$ cat src/rtl/fifo_sdp_ram.sv
// Single-clock FIFO: distributed pseudo-dual-port RAM feeding a registered
// first-word-fall-through output stage. Capacity is the full RAM plus the output register.
module fifo_sdp_ram #(
  parameter int DATA_WIDTH  = 8,
  parameter int ADDR_WIDTH  = 4,
  parameter int ALMOST_FULL = 12
) (
  input  logic                  clock,
  input  logic                  reset,
  input  logic                  in_valid,
  output logic                  in_ready,
  input  logic [DATA_WIDTH-1:0] in_data,
  output logic                  out_valid,
  input  logic                  out_ready,
  output logic [DATA_WIDTH-1:0] out_data,
  output logic [ADDR_WIDTH:0]   level,
  output logic                  almost_full
);

  localparam int DEPTH = 1 << ADDR_WIDTH;
  localparam logic [ADDR_WIDTH:0] RAM_FULL  = (ADDR_WIDTH+1)'(DEPTH);
  localparam logic [ADDR_WIDTH:0] LEVEL_MAX = (ADDR_WIDTH+1)'(DEPTH + 1);
  localparam logic [ADDR_WIDTH:0] AF_LEVEL  = (ADDR_WIDTH+1)'(ALMOST_FULL);

  // Valid/ready: a word moves on any edge where valid && ready are both high;
  // in_ready depends only on registered occupancy (and reset), never on in_valid or out_ready.

  (* ramstyle = "MLAB, no_rw_check" *) logic [DATA_WIDTH-1:0] mem [DEPTH];

  logic [ADDR_WIDTH-1:0] wptr_q, wptr_d;
  logic [ADDR_WIDTH-1:0] rptr_q, rptr_d;
  logic [ADDR_WIDTH:0]   ram_count_q, ram_count_d;
  logic [ADDR_WIDTH:0]   level_q, level_d;
  logic                  out_valid_q, out_valid_d;
  logic [DATA_WIDTH-1:0] out_data_q, out_data_d;
  logic                  almost_full_q, almost_full_d;
  logic                  push, pop, load;

  assign in_ready    = !reset && (ram_count_q != RAM_FULL);
  assign out_valid   = out_valid_q;
  assign out_data    = out_data_q;
  assign level       = level_q;
  assign almost_full = almost_full_q;

  always_comb begin
    push          = in_valid && in_ready;
    pop           = out_valid_q && out_ready;
    // The RAM is only read when it holds unread data, so rptr never collides with a live write.
    load          = (!out_valid_q || pop) && (ram_count_q != '0);
    wptr_d        = push ? wptr_q + ADDR_WIDTH'(1) : wptr_q;
    rptr_d        = load ? rptr_q + ADDR_WIDTH'(1) : rptr_q;
    ram_count_d   = ram_count_q;
    level_d       = level_q;
    out_valid_d   = out_valid_q;
    out_data_d    = out_data_q;
    case ({push, load})
      2'b10:   ram_count_d = ram_count_q + (ADDR_WIDTH+1)'(1);
      2'b01:   ram_count_d = ram_count_q - (ADDR_WIDTH+1)'(1);
      default: ram_count_d = ram_count_q;
    endcase
    case ({push, pop})
      2'b10:   level_d = level_q + (ADDR_WIDTH+1)'(1);
      2'b01:   level_d = level_q - (ADDR_WIDTH+1)'(1);
      default: level_d = level_q;
    endcase
    if (load) begin
      out_valid_d = 1'b1;
      out_data_d  = mem[rptr_q];
    end else if (pop) begin
      out_valid_d = 1'b0;
    end
    almost_full_d = (level_d >= AF_LEVEL);
  end

  always_ff @(posedge clock) begin
    if (reset) begin
      wptr_q        <= '0;
      rptr_q        <= '0;
      ram_count_q   <= '0;
      level_q       <= '0;
      out_valid_q   <= 1'b0;
      out_data_q    <= '0;
      almost_full_q <= 1'b0;
    end else begin
      wptr_q        <= wptr_d;
      rptr_q        <= rptr_d;
      ram_count_q   <= ram_count_d;
      level_q       <= level_d;
      out_valid_q   <= out_valid_d;
      out_data_q    <= out_data_d;
      almost_full_q <= almost_full_d;
    end
  end

  always_ff @(posedge clock) begin
    if (push) mem[wptr_q] <= in_data;
  end

  a_level_max: assert property (@(posedge clock) disable iff (reset) level_q <= LEVEL_MAX);
  a_no_push_full: assert property (@(posedge clock) disable iff (reset) push |-> (ram_count_q != RAM_FULL));
  a_stall_hold: assert property (@(posedge clock) disable iff (reset)
    (out_valid_q && !out_ready) |=> (out_valid_q && $stable(out_data_q)));

endmodule

$ cat config.mk
export PLATFORM = sky130hd
export DESIGN_NAME = fifo_sdp_ram
export DESIGN_NICKNAME = d
export VERILOG_FILES = /design/src/rtl/fifo_sdp_ram.sv
export SDC_FILE = /design/constraint.sdc
export NUM_CORES = 1
export LEC_CHECK = 0
export ABC_AREA = 0
export BUFFER_PORTS_ARGS = -buffer_cell sky130_fd_sc_hd__buf_2
export CAP_MARGIN = 10
export CELL_PAD_IN_SITES_DETAIL_PLACEMENT = 0
export CELL_PAD_IN_SITES_GLOBAL_PLACEMENT = 1
export CORE_MARGIN = 2
export CORE_UTILIZATION = 50
export CTS_BUF_LIST = sky130_fd_sc_hd__clkbuf_2
export CTS_CLUSTER_DIAMETER = 100
export DETAILED_ROUTE_END_ITERATION = 8
export PLACE_DENSITY = 0.82
export SLEW_MARGIN = 40
export SYNTH_ARGS = -nofsm -noshare
export SYNTH_HDL_FRONTEND = slang
export SYNTH_SLANG_ARGS = --single-unit
$ cat constraint.sdc
create_clock -name clock -period 6.3 [get_ports clock]
set_clock_uncertainty 0.15 [all_clocks]
set_input_delay 0.315 -clock clock [delete_from_list [all_inputs] [get_ports clock]]
set_output_delay 0.315 -clock clock [all_outputs]
set_load 0.02 [all_outputs]
==> reports/qor.yml, run 1 <==
critical_path:
  critical_path.slowest_cell: "or4_4"
  crit_path_start_kind: "flip-flop"
  critPathKind: "reg -> reg"
  critPathRequiredTime_ns: 6.77
  crit_arrival_ns: 3.92
  cp_common_cell: "ha_1"
  path_cells: "or4_4 -> o21ai_2 -> inv_6 -> ha_1 -> ha_1 -> nor2b_1 -> o21ai_0 -> a21oi_1 -> or3b_1 -> mux2_2"
  max_stage_delay_ns: 0.55
  crit_fanout: 11
  cp-end-kind: "flip-flop"
detailed_routing:
  routed_via_density: 5.45
  routed_wl_mm: 11.7
  vias: 3258
  drc: 0
  routedWlPerCell_um: 19.6
  wl_met3_um: 430
  drtAntennaViolNets: 0
  highest_layer: "met4"
  drt-initial-drc-count: 302
  wl_met1_mm: 5.12
  wl_met2_mm: 6.07
  dr.pass1.iters: 5
clock_network:
  numCtsBuffers: 17
  cts_buffer_depth: 2
  cts_max_level: 4
  clk_pin_slew_ns: 0.22
  ctsResizeCount: 0
  clockRootBuffer: "clkbuf_2"
  cts_tree: "yes"
  insertion_delay_ns: 0.72
  cts.sinks: 156
synthesis:
  ys_ff_latch: 156
  ys_warn_count: 0
  ys.flop_type: "edfxtp_1"
  synth-seq-area-share_pct: 69.2
  syn_area_per_cell_sq_um: 17.2
  synth_cell_types: 45
  async_reset_ff_share_pct: 0
  syn_nets: 395
  netlist_area_sq_um: 6360
  synth_edf_count: 128
  synth_cells: 370
placed_design:
  gp_congestion: 0.826
  port_buffers: 27
  hpwl_mm: 7.11
floorplan:
  rows: 41
  die_h_um: 117
  die_w_um: 117
  core_area_sq_um: 12500
  ios: 28
  initial_core_util_pct: 50.8
  die-area_sq_um: 13600
pwr:
  swShare_pct: 31.4
  p_seq_share_pct: 49.8
  power_leakage_nw: 2.37
  p_switching_mw: 0.783
  finalPower_mw: 2.50
  combPwrFrac_pct: 27.2
  clockPowerShare_pct: 22.9
  power.density_nw_per_um2: 353
  p_int_mw: 1.71
  ir_drop_mv: 0.187
flow_run:
  maxCapViolCount: 0
global_route:
  antenna_found_initial: 0
  grt_overflow_total: 0
  grt_max_degree: 36
  first_global_vias: 3301
  grt_pass1_wl_mm: 18.0
  grtUsageTotal_pct: 18.8
timing:
  min_period_ns: 3.45
  fmax_mhz: 290
  slew_headroom_pct: 52.2
  grt_setup_unrepaired: "false"
  setup_viol: 0
  tns_ns: 0
  drv_slew: 0
  worst_pin_slew_ns: 0.717
  fin_crit_sh_pct: 54.8
  hold_viol: 0
layout:
  final_common_cell: "edfxtp_1"
  mostFrequentLayoutCells: "128 x edfxtp_1, 32 x mux4_2, 27 x dfxtp_1, 27 x buf_2"
  diodes: 0
  drive_gt1_share_pct: 27.7
  areaGrowthSynthToFinish_pct: 11.2
  finalNetCount: 438
worst_hold_path:
  hp-class: "in -> reg"
run_status:
  status: "finished clean"
-- stage by stage --
| step | area, sq um | utilization, % | hold slack, ns | std cells | worst slack, ns |
|---|---|---|---|---|---|
| 2_1_floorplan | 6360 | - | 0.264 | 370 | 3.30 |
| 3_3_place_gp | 6660 | 53.2 | 0.369 | 554 | 2.97 |
| 3_5_place_dp | 6660 | 53.2 | 0.362 | 554 | 2.89 |
| 4_1_cts | 7040 | 56.2 | 0.280 | 598 | 2.86 |
| 5_1_grt | 7080 | 56.5 | 0.276 | 598 | 2.70 |
| 6_report | 7080 | 56.5 | 0.369 | 598 | 2.85 |
-- sequential cells by signal, summed over array words and instances, names as in the netlist --
| signal | cells |
|---|---|
| almost_full | 1 |
| level | 5 |
| mem | 128 |
| out_data | 8 |
| out_valid | 1 |
| ram_count_q | 5 |
| rptr_q | 4 |
| wptr_q | 4 |
-- power groups by stage --
stage | combinational, mW | sequential (mW) | clock, mW
floorplan | 0.491 | 1.29 | 0
global placement | 0.658 | 1.27 | 0
detailed placement | 0.673 | 1.27 | 0
CTS | 0.686 | 1.24 | 0.591
global route | 0.751 | 1.25 | 0.632
finish | 0.680 | 1.24 | 0.572
-- critical path: cells and delay by family, from the launching register on --
kind	cells	cell delay (ns)
adders and majority gates	2	0.58
buffers and inverters	1	0.09
muxes	1	0.27
and+or+nand+nor	3	1.05
AOI/OAI and AO/OA	3	0.81
DFF	1	0.40
-- cell type report --
| cell class | count | area (sq um) |
|---|---|---|
| Tap cell | 172 | 215 |
| Clock buffer | 18 | 90.1 |
| Multi-Input combinational cell | 183 | 1850 |
| Clock inverter | 14 | 169 |
| Fill cell | 996 | 5440 |
| Timing Repair Buffer | 45 | 300 |
| Inverter | 10 | 42.5 |
| Sequential cell | 156 | 4410 |
-- timing repair --
action                    in CTS  in global routing
buffers inserted               0                  0
hold buffers                  12                  0
hold endpoints to repair     150                  0
-- kinds of logic after synthesis --
kind of cell    after synthesis  share of synthesized area (%)
simple gates                 77                           6.39
mux                          52                           14.5
buf+inv                      31                           2.28
xor+xnor                     13                           1.79
flops                       156                           69.2
fa+ha+maj                    13                           2.68
compound gates               28                           3.13
-- synth_stat cells (2+ instances only) --
cell	n	share of area (%)
xor2_1	8	1.1
ha_1	12	2.4
nand2_1	10	0.59
nand3_1	2	0.16
nand2b_1	3	0.30
a21oi_1	9	0.71
buf_2	6	0.47
xnor2_1	5	0.69
nor3_1	6	0.47
buf_1	2	0.12
o221ai_1	8	1.1
or3_1	2	0.20
mux2i_1	19	3.0
dfxtp_1	28	8.8
clkbuf_1	9	0.53
nor2_1	31	1.8
o21ai_0	2	0.16
nor2b_1	7	0.69
nand3b_1	8	0.94
edfxtp_1	128	60
mux4_2	32	11
buf_4	2	0.24
inv_1	9	0.53
-- final timing paths --
path,startpoint,to,slack [ns],depth (start not counted)
setup / recovery,ram_count_q[0],ram_count_q[4],2.85,10
hold / removal,in_data[3],mem[14][3],0.37,2
setup reg to reg,ram_count_q[0],ram_count_q[4],2.85,10
hold reg to reg,level[4],level[4],0.41,2
-- layer usage --
| metal | vias to the layer above | GRT usage, % |
|---|---|---|
| li1 | 1529 | - |
| met1 | 1651 | 23.8 |
| met2 | 72 | 31.6 |
| met3 | 6 | 5.46 |
| met4 | 0 | 6.51 |
| met5 | - | 0 |
Power figures use the tool's default switching activity.
==> run 2: changes to the inputs <==
ABC_AREA = 1   (was 0)
PLACE_DENSITY = 0.88   (was 0.82)
clock period = 3.41 ns   (was 6.3 ns; I/O delays follow)
==> reports/qor.yml, run 2 <==
synthesis:
  ys.flop_type: "edfxtp_1"
  ys_top_cells_by_count: "212 x nand2_1, 128 x edfxtp_1, 104 x nand3_1"
  ys_ff_latch: 156
  synth_cell_types: 23
  ys_warn_count: 0
  synth_edf_count: 128
  syn_area_per_cell_sq_um: 9.58
  netlist.area_leader.share_pct: 55.2
  synth-seq-area-share_pct: 63.2
  yosysMostFrequentCell: "nand2_1"
  synth_cells: 727
  netlist_area_sq_um: 6970
  async_reset_ff_share_pct: 0
  syn_nets: 752
  synth_area_leaders: "edfxtp_1 55%, nand2_1 11%, dfxtp_1 8.0%"
  yosysTopAreaCell: "edfxtp_1"
layout:
  regMostFlops: "mem"
  largest_reg_flops: 128
  mostFrequentLayoutCells: "212 x nand2_1, 128 x edfxtp_1, 104 x nand3_1"
  areaGrowthSynthToFinish_pct: 8.05
  finish.utilization_pct: 54.9
  nFillCells: 1240
  drive_gt1_share_pct: 9.70
  final_common_cell: "nand2_1"
  finalNetCount: 785
critical_path:
  cp-end-kind: "flip-flop"
  crit_arrival_ns: 3.14
  crit_path_start_kind: "flip-flop"
  critPathKind: "reg -> reg"
  critPathRequiredTime_ns: 3.93
  crit_fanout: 20
global_route:
  grt_pass1_wl_mm: 23.6
  grt_overflow_total: 0
  grtUsageTotal_pct: 21.5
  antenna_found_initial: 1
  grt_max_degree: 67
  first_global_vias: 4664
floorplan:
  die-area_sq_um: 14900
  die_w_um: 122
  die_h_um: 122
  initial_core_util_pct: 50.8
  ios: 28
  core_area_sq_um: 13700
  rows: 43
timing:
  tns_ns: 0
  drv_slew: 0
  slew_headroom_pct: 45.4
  grt_setup_unrepaired: "false"
  hold_viol: 0
  setup_viol: 0
  fmax_mhz: 381
  holdWs_ns: 0.225
  layout_setup_ws_ns: 0.787
  min_period_ns: 2.62
  worst_pin_slew_ns: 0.816
  fin_crit_sh_pct: 76.9
detailed_routing:
  routed_via_density: 5.09
  drc: 0
  routedWlPerCell_um: 15.6
  dr.pass1.iters: 6
  vias: 4857
  drtAntennaViolNets: 0
  routed_wl_mm: 14.9
  drt-initial-drc-count: 361
placed_design:
  dp_slack_ns: 0.833
  gp_congestion: 0.865
  hpwl_mm: 9.58
  port_buffers: 27
flow_run:
  maxCapViolCount: 0
pwr:
  power_leakage_nw: 3.25
  ir_drop_mv: 0.294
  finalPower_mw: 4.97
  power.density_nw_per_um2: 661
clock_network:
  numCtsBuffers: 17
  cts.sinks: 156
  cts_max_level: 4
  cts_tree: "yes"
  cts_buffer_depth: 2
  ctsResizeCount: 0
  clk_pin_slew_ns: 0.21
  clockRootBuffer: "clkbuf_2"
  insertion_delay_ns: 0.73
worst_hold_path:
  hp-class: "in -> reg"
run_status:
  status: "finished clean"
[run 2: changes by cell type in the layout (fill, tap and decap cells not counted), sizes merged, moves of 18 or more]
cell   before  now
inv        12  108
nand3       2  105
mux2i      19    0
mux4       32    0
o21ai       3   21
nand2      10  213
nor2       31   58
[run 2: cells by family after synthesis]
kind of cell | count (synthesis) | synth area share, %
XOR/XNOR | 6 | 0.754
adder cells (fa/ha/maj) | 13 | 2.44
AO/OA/AOI/OAI | 36 | 2.59
flip-flops | 156 | 63.2
buffers and inverters | 137 | 8.44
AND/OR/NAND/NOR | 379 | 22.5
[run 2: critical path, stage by stage (launching register included)]
cell     delay (ns)
dfxtp_1        0.41
inv_1          0.10
nand4_1        0.12
nand2_2        0.11
inv_2          0.28
ha_1           0.33
inv_1          0.08
fa_1           0.42
o21ai_1        0.15
nand2_1        0.08
nand2_1        0.06
nand2_1        0.04
nand2_1        0.06
nand2_1        0.04
a21oi_1        0.13
[run 2: cell type report]
type                       instances  area (sq um)  share of cell area (%)
antenna                            1          2.50                  0.0333
timing repair buffer              44           295                    3.92
sequential                       156          4410                    58.5
inverter                         107           404                    5.37
clock inverter                    10           100                    1.33
tap                              180           225                    2.99
clock buffer                      22           110                    1.46
multi-input combinational        434          1980                    26.4
[run 2: worst paths after layout]
kind | from | to | slack (ns) | cells past startpoint
setup / recovery | ram_count_q[1] | ram_count_q[4] | 0.79 | 14
hold / removal | in_data[1] | mem[12][1] | 0.22 | 2
setup reg to reg | ram_count_q[1] | ram_count_q[4] | 0.79 | 14
hold reg to reg | level[0] | level[0] | 0.37 | 1
[run 2: what timing repair did]
action                     4_1_cts  5_1_grt
hold endpoints to repair       156        0
setup endpoints to repair        0        0
hold buffers                    13        0
setup buffers                    0        0
[run 2: power breakdown]
group / internal, mW / switching, mW
clock network: 0.341 / 0.604
logic: 0.551 / 1.22
registers: 2.18 / 0.0764
total: 3.07 / 1.90
[run 2: metrics by stage]
step / std cells / instance area [sq um]
5_1_grt: 954 / 7530
4_1_cts: 953 / 7510
3_5_place_dp: 908 / 7170
2_1_floorplan: 727 / 6970
6_report: 954 / 7530
3_3_place_gp: 908 / 7170
[run 2: metal layers]
metal / up-vias / track usage [%] / wire length, um
met5: - / 0 / 0
met4: 0 / 7.40 / 253
met3: 23 / 4.40 / 990
met2: 127 / 35.8 / 7290
met1: 2295 / 28.2 / 6370
li1: 2412 / - / -
